### config.mk
export PLATFORM = sky130hd
export DESIGN_NAME = serial_digit_rx
export DESIGN_NICKNAME = d
export VERILOG_FILES = /design/src/rtl/serial_digit_rx.sv
export SDC_FILE = /design/constraint.sdc
export NUM_CORES = 1
export LEC_CHECK = 0
export CAP_MARGIN = 10
export CORE_MARGIN = 4
export CORE_UTILIZATION = 59
export DETAILED_ROUTE_END_ITERATION = 12
export PLACE_DENSITY = 0.89
export RECOVER_POWER = 50
export SLEW_MARGIN = 0
export SYNTH_ARGS = -nofsm -noshare
export SYNTH_HDL_FRONTEND = slang
export SYNTH_SLANG_ARGS = --single-unit
### constraint.sdc
create_clock -name sysclk -period 3.75 [get_ports sysclk]
set_input_delay 0.75 -clock sysclk [delete_from_list [all_inputs] [get_ports sysclk]]
set_output_delay 0.75 -clock sysclk [all_outputs]
set_load 0.02 [all_outputs]
### src/rtl/serial_digit_rx.sv
// rtl/serial_digit_rx.sv - 8N1 serial receiver decoding ASCII '0'-'9' and 'U' to a 4-bit code
module serial_digit_rx #(
  parameter int CLKS_PER_BIT = 5208
) (
  input  logic       sysclk,
  input  logic       rst,
  input  logic       rx,
  output logic [3:0] code,
  output logic [7:0] ascii,
  output logic       valid,
  output logic       bad_char,
  output logic       frame_err,
  output logic       busy
);
  localparam int CW = $clog2(CLKS_PER_BIT);
  localparam logic [CW-1:0] HALF_M1 = CW'(CLKS_PER_BIT / 2 - 1);
  localparam logic [CW-1:0] FULL_M1 = CW'(CLKS_PER_BIT - 1);

  localparam logic [2:0] S_IDLE  = 3'd0;
  localparam logic [2:0] S_START = 3'd1;
  localparam logic [2:0] S_DATA  = 3'd2;
  localparam logic [2:0] S_STOP  = 3'd3;
  localparam logic [2:0] S_BREAK = 3'd4;

  logic [2:0]    state;
  logic [CW-1:0] cnt;
  logic [2:0]    bit_idx;
  logic [7:0]    shift;
  logic          rx_m;
  logic          rx_s;

  // Two-flop synchroniser; resets to the idle (high) line level.
  always_ff @(posedge sysclk) begin
    if (rst) begin
      rx_m <= 1'b1;
      rx_s <= 1'b1;
    end else begin
      rx_m <= rx;
      rx_s <= rx_m;
    end
  end

  always_ff @(posedge sysclk) begin
    if (rst) begin
      state     <= S_IDLE;
      cnt       <= '0;
      bit_idx   <= '0;
      shift     <= '0;
      code      <= '0;
      ascii     <= '0;
      valid     <= 1'b0;
      bad_char  <= 1'b0;
      frame_err <= 1'b0;
    end else begin
      valid     <= 1'b0;
      bad_char  <= 1'b0;
      frame_err <= 1'b0;
      cnt       <= cnt + 1'b1;
      case (state)
        S_IDLE: begin
          cnt <= '0;
          if (!rx_s) state <= S_START;
        end
        S_START: begin
          if (cnt == HALF_M1) begin
            cnt     <= '0;
            bit_idx <= '0;
            state   <= rx_s ? S_IDLE : S_DATA;
          end
        end
        S_DATA: begin
          if (cnt == FULL_M1) begin
            cnt            <= '0;
            shift[bit_idx] <= rx_s;
            bit_idx        <= bit_idx + 1'b1;
            if (bit_idx == 3'd7) state <= S_STOP;
          end
        end
        S_STOP: begin
          if (cnt == FULL_M1) begin
            cnt <= '0;
            if (rx_s) begin
              ascii <= shift;
              state <= S_IDLE;
              if (shift >= 8'h30 && shift <= 8'h39) begin
                code  <= shift[3:0];
                valid <= 1'b1;
              end else if (shift == 8'h55) begin
                code  <= 4'hF;
                valid <= 1'b1;
              end else begin
                bad_char <= 1'b1;
              end
            end else begin
              frame_err <= 1'b1;
              state     <= S_BREAK;
            end
          end
        end
        S_BREAK: begin
          // Hold off until the line returns high so a stuck-low line cannot retrigger.
          cnt <= '0;
          if (rx_s) state <= S_IDLE;
        end
        default: begin
          cnt   <= '0;
          state <= S_IDLE;
        end
      endcase
    end
  end

  assign busy = (state != S_IDLE);

endmodule

## Word-level counts from Yosys, hierarchy flattened

Index checks and enable logic that the tools add are counted.
Widths: inputs -> output; s select.

| storage, ports and cells | value |
|---|---|
| flip-flop bits (word level) | 44 |
| input bits | 3 |
| word-level logic and storage cells | 73 |

| operators by class | value |
|---|---|
| add/subtract/negate cells | 2 |
| magnitude comparators | 4 |
| equality and inequality tests | 14 |
| muxes and demuxes | 24 |
| bitwise gates (word level) | 3 |
| reduce and logical (&&, ||, !) cells | 15 |

Operators with widths:

| operator | count |
|---|---|
| $mux 3 | 9 |
| $mux 13 | 2 |
| $pmux 13 s2 | 1 |
| $pmux 3 s5 | 1 |
| $add 13x1->13 const B | 1 |
| $eq 13x12->1 const B | 1 |
| $eq 13x13->1 const B | 1 |
| $ne 2x2->1 const B | 6 |
| $bwmux 8 | 1 |
| $eq 8x7->1 const B | 1 |
| $ge 8x6->1 const B | 1 |
| $le 8x6->1 const B | 1 |
| $mux 4 | 2 |
| $eq 3x2->1 const B | 2 |
| $eq 3x3->1 const B | 2 |
| $pmux 3 s2 | 1 |
| $reduce_and 3->1 | 2 |
| $reduce_and 6->1 | 1 |
| $mux 1 | 5 |
| $reduce_or 5->1 | 1 |
| $lt 3x4->1 const B | 1 |
| $reduce_and 4->1 | 1 |
| $reduce_bool 2->1 | 2 |
| $reduce_or 4->1 | 1 |
| other kinds (12) | 15 |

## Depth between registers and ports, before layout

| depth | value |
|---|---|
| depth after elaboration | 5 |
| mapped depth | 7 |
| gate-level depth less buffers | 6 |

## Worst setup path after synthesis

Ideal clock, no wire load.

| timing | value |
|---|---|
| kind | register to register |
| start | reg cnt[0] |
| end | reg cnt[11] |
| setup time | 115 ps |
| arrival | 2093 ps |
| data required time | 3635 ps |
| slack | 1542 ps |
| cell stages (with the launch flop) | 8 |
| clock period less this slack | 2208 ps |
| path through | dfxtp_1 -> ha_1 -> or4bb_1 -> or3_4 -> a32oi_4 -> or4_4 -> buf_6 -> nor2_1 |

| on the way | value |
|---|---|
| word-level cells in the longest chain between the ends | 3 |

RTL lines:

| item | line | RTL |
|---|---|---|
| from (decl) | 26 | `logic [CW-1:0] cnt;` |
| from (signal assigned) | 58 | `cnt <= cnt + 1'b1;` |
| $add 13x1->13, or another cell as far along | 58 |  |
| $mux 13, on equally long branches | 72, 80, 65 |  |
| $pmux 13 s2 * | 59 | `case (state)` |

Mark *: on every way between the ends. The rest lies on a longest branch, timed or not.
A chain may end at the register's enable or synchronous reset.

## Final worst setup path

| timing | value |
|---|---|
| start | reg cnt[0] |
| end | reg shift[2] |

| on the way | value |
|---|---|
| word-level cells in the longest chain between the ends | 2 |

RTL lines:

| item | line | RTL |
|---|---|---|
| $eq 13x13->1 | 72 | `if (cnt == FULL_M1) begin` |
| $reduce_and 2->1 (no source line) | - |  |
| to (signal, indexed assignment) | 74 | `shift[bit_idx] <= rx_s;` |
| to (decl) | 28 | `logic [7:0] shift;` |

Every way passes these cells.

==> results.toml <==
[place]
detailedPlacementHpwl_um = 2690
routabilityCongestion = 0.829
placement_cell_area_mm2 = 0.00221
io_buffers = 18
placed_cells_incl_taps = 281
dpl_worst_slack_ns = 1.15

[global_route]
grt_use_total_pct = 19.8
overflow = 0
grt_first_pass_wirelength_um = 6640
grt_max_degree = 34
antenna_found_initial = 0
grt_pass1_vias = 1478

[logic_synthesis]
synthesis.area_per_instance_um2 = 8.86
synth_cells = 229
netlist_top_cells_count = "dfxtp_1, nor2_1, nand2_1"
most_common_cell_in_the_netlist = "dfxtp_1"
synth_flop_cell = "dfxtp_1"
synth_nets = 235
netlist_area_mm2 = 0.00203
number_of_distinct_standard_cells_referenced_by_the_synthesized_netlist = 45
synth-edff-count = 0
ys_top_cells_by_area = "dfxtp_1, nor2_1, mux2i_1"
share_of_flip_flops_with_an_asynchronous_set_or_reset_after_synthesis_pct = 0
synth_warnings = 0
number_of_flip_flops_and_latches_in_the_synthesized_netlist = 44
synth.largest_area_cell = "dfxtp_1"
synth_sequential_area_ratio_pct = 43.4
synthDominantCellAreaShare_pct = 43.4

[timing]
final_critical_path_setup_slack_ns = 0.772
hold_viol = 0
rsz_0062_raised_after_global_routing = "no"
timing.final.crit_period_ns = 2.98
report.final.setup_viol = 0
maxSlewViolCount = 0
clock_skew_ns = 0.0143
tightestPinTransition_ns = 1.33
fmax_mhz = 336
setup-tns-final_ns = 0
timing.slew.headroom_pct = 11.5
final.period_utilization_pct = 79.4

[drt]
antenna_left = 0
initialDrtViolationCount = 73
drc = 0
drtPass1Iterations = 4
vias_per_cell = 5.64
routed-via-count = 1629
wire_per_inst_um = 13.5
drt-total-wl_um = 3890

[finish]
layout.filler_cells = 295
nets_final = 248
finish.utilization_pct = 67.6
drive_gt1_share_pct = 6.17
fin_cells = 289
diodes = 0
synth_to_final_area_change_pct = 11.3
post-route-cell-area_mm2 = 0.00226

[die]
boundaryPins = 19
core_mm2 = 0.00334
start_util_pct = 60.8
die_y_um = 66.6
row_count = 21
die_boundary_width_um = 66.6
die_area_mm2 = 0.00444

[critical_path]
cp_top_family = "simple AND/OR/NAND/NOR gates"
critical_path_peak_fanout = 9
worstPathArrival_ns = 3.19
worst_r2r_path_depth = 6
startpoint_type = "flop"
path_cells = "ha_1 -> or4bb_1 -> nor4_1 -> and4bb_1 -> mux2i_1 -> nor2_1"
timing.critical_path.slowest_cell_delay_ns = 1.08
required_ns = 3.96
cell_type_of_the_slowest_stage_on_the_worst_timing_path = "nor4_1"
crit_type = "reg2reg"
critical_path.endpoint_type = "flop"
cp_bufs_invs = 0
critical_path_cell_count = 6

[power]
power.leakage_nw = 0.844
ir_drop_mv = 0.274
power.density_cell_area_mw_per_mm2 = 324

[cts]
cts_sink_cnt = 44
ctsRootBufferMaster = "clkbuf_4"
numCtsBuffers = 5
post-cts-setup-buffers = 0
clock_tree_from_tritoncts = "built"
clk_pin_slew_worst_paths_ns = 0.12
hold_buffer_count_at_cts = 0
post_cts_resized = 0
cts-htree-levels = 2
max-clock-path-buffers = 2
worst_skew_late_latency_ns = 0.37

[hold_path]
hold_depth = 1
timing.hold.worst.class = "reg2reg"

[run]
drv.max_cap_violation_count = 0

[status]
outcome = "finished clean"
[worst paths after layout]
path / from / to / slack, ns
hold reg to reg: rx_m$_SDFF_PP1_ / rx_s$_SDFF_PP1_ / 0.42
setup reg to reg: cnt[0]$_SDFF_PP0_ / shift[2]$_SDFFE_PP0P_ / 0.77
setup / recovery: cnt[0]$_SDFF_PP0_ / shift[2]$_SDFFE_PP0P_ / 0.77
hold / removal: rx_m$_SDFF_PP1_ / rx_s$_SDFF_PP1_ / 0.42
[final cells by class]
type	count	area [um2]	area share [%]
clock buffer	6	51.3	2.27
clock inverter	2	15.0	0.665
inverter	3	11.3	0.499
multi-input combinational	169	1060	46.8
sequential	44	881	39.0
tap	46	57.6	2.55
timing repair buffer	19	184	8.15
[cells by family (layout without fill, tap and decap cells)]
logic type      after synthesis  in the layout  share of synthesized area, %
compound gates               24             24                          8.14
xor+xnor                     11             11                          4.75
fa+ha+maj                     3              3                          1.85
buf+inv                      16             30                          4.01
flops                        44             44                          43.4
mux                          13             13                          6.42
simple gates                118            118                          31.4
[sequential cells by signal, indices dropped and copies added, names as in the netlist]
register and flops:
bit_idx 3, frame_err 1, state 3, bad_char 1, cnt 13, rx_s 1
code 4, ascii 8, rx_m 1, shift 8, valid 1
[cells in the final DEF (no fill, tap or decap), drive strengths merged, types with 3 or more instances in the layout]
cell / Yosys / final
nand2: 25 / 25
clkbuf: 7 / 7
nand3: 8 / 8
a21oi: 16 / 16
nand4: 5 / 5
nand4b: 5 / 5
mux2i: 13 / 13
inv: 3 / 3
or2: 3 / 3
xnor2: 6 / 6
nor3: 8 / 8
nor3b: 3 / 3
nor2: 39 / 39
dfxtp: 44 / 44
xor2: 5 / 5
ha: 3 / 3
dlygate4sd3: 0 / 16
and3: 3 / 3
nand2b: 3 / 3
[power breakdown]
part | leakage (nW) | internal (mW) | total (mW) | switching, mW
clock network | 0.0305 | 0.0910 | 0.246 | 0.155
registers | 0.355 | 0.469 | 0.471 | 0.00227
logic | 0.459 | 0.00639 | 0.0152 | 0.00885
total | 0.844 | 0.566 | 0.732 | 0.166
[worst reg2reg max path, delay by kind of cell (launching register included)]
family | cells | cell delay [ns]
adders and majority gates | 1 | 0.28
and+or+nand+nor | 4 | 1.96
DFF | 1 | 0.41
muxes | 1 | 0.19
[per-stage QoR]
step | hold slack [ns] | total power [mW]
after floorplan | 0.389 | 0.492
after CTS | 0.423 | 0.743
after global routing | 0.451 | 0.763
after global placement | 0.392 | 0.497
final | 0.421 | 0.732
after detailed placement | 0.393 | 0.497
[routing by layer]
metal  routed length [um]  GRT usage (%)  vias up
li1                     -              -      822
met3                  164           5.06        8
met1                 1770           24.4      761
met5                    0              0        -
met2                 1870           31.6       38
met4                   85           10.7        0
Power figures use the tool's default switching activity.
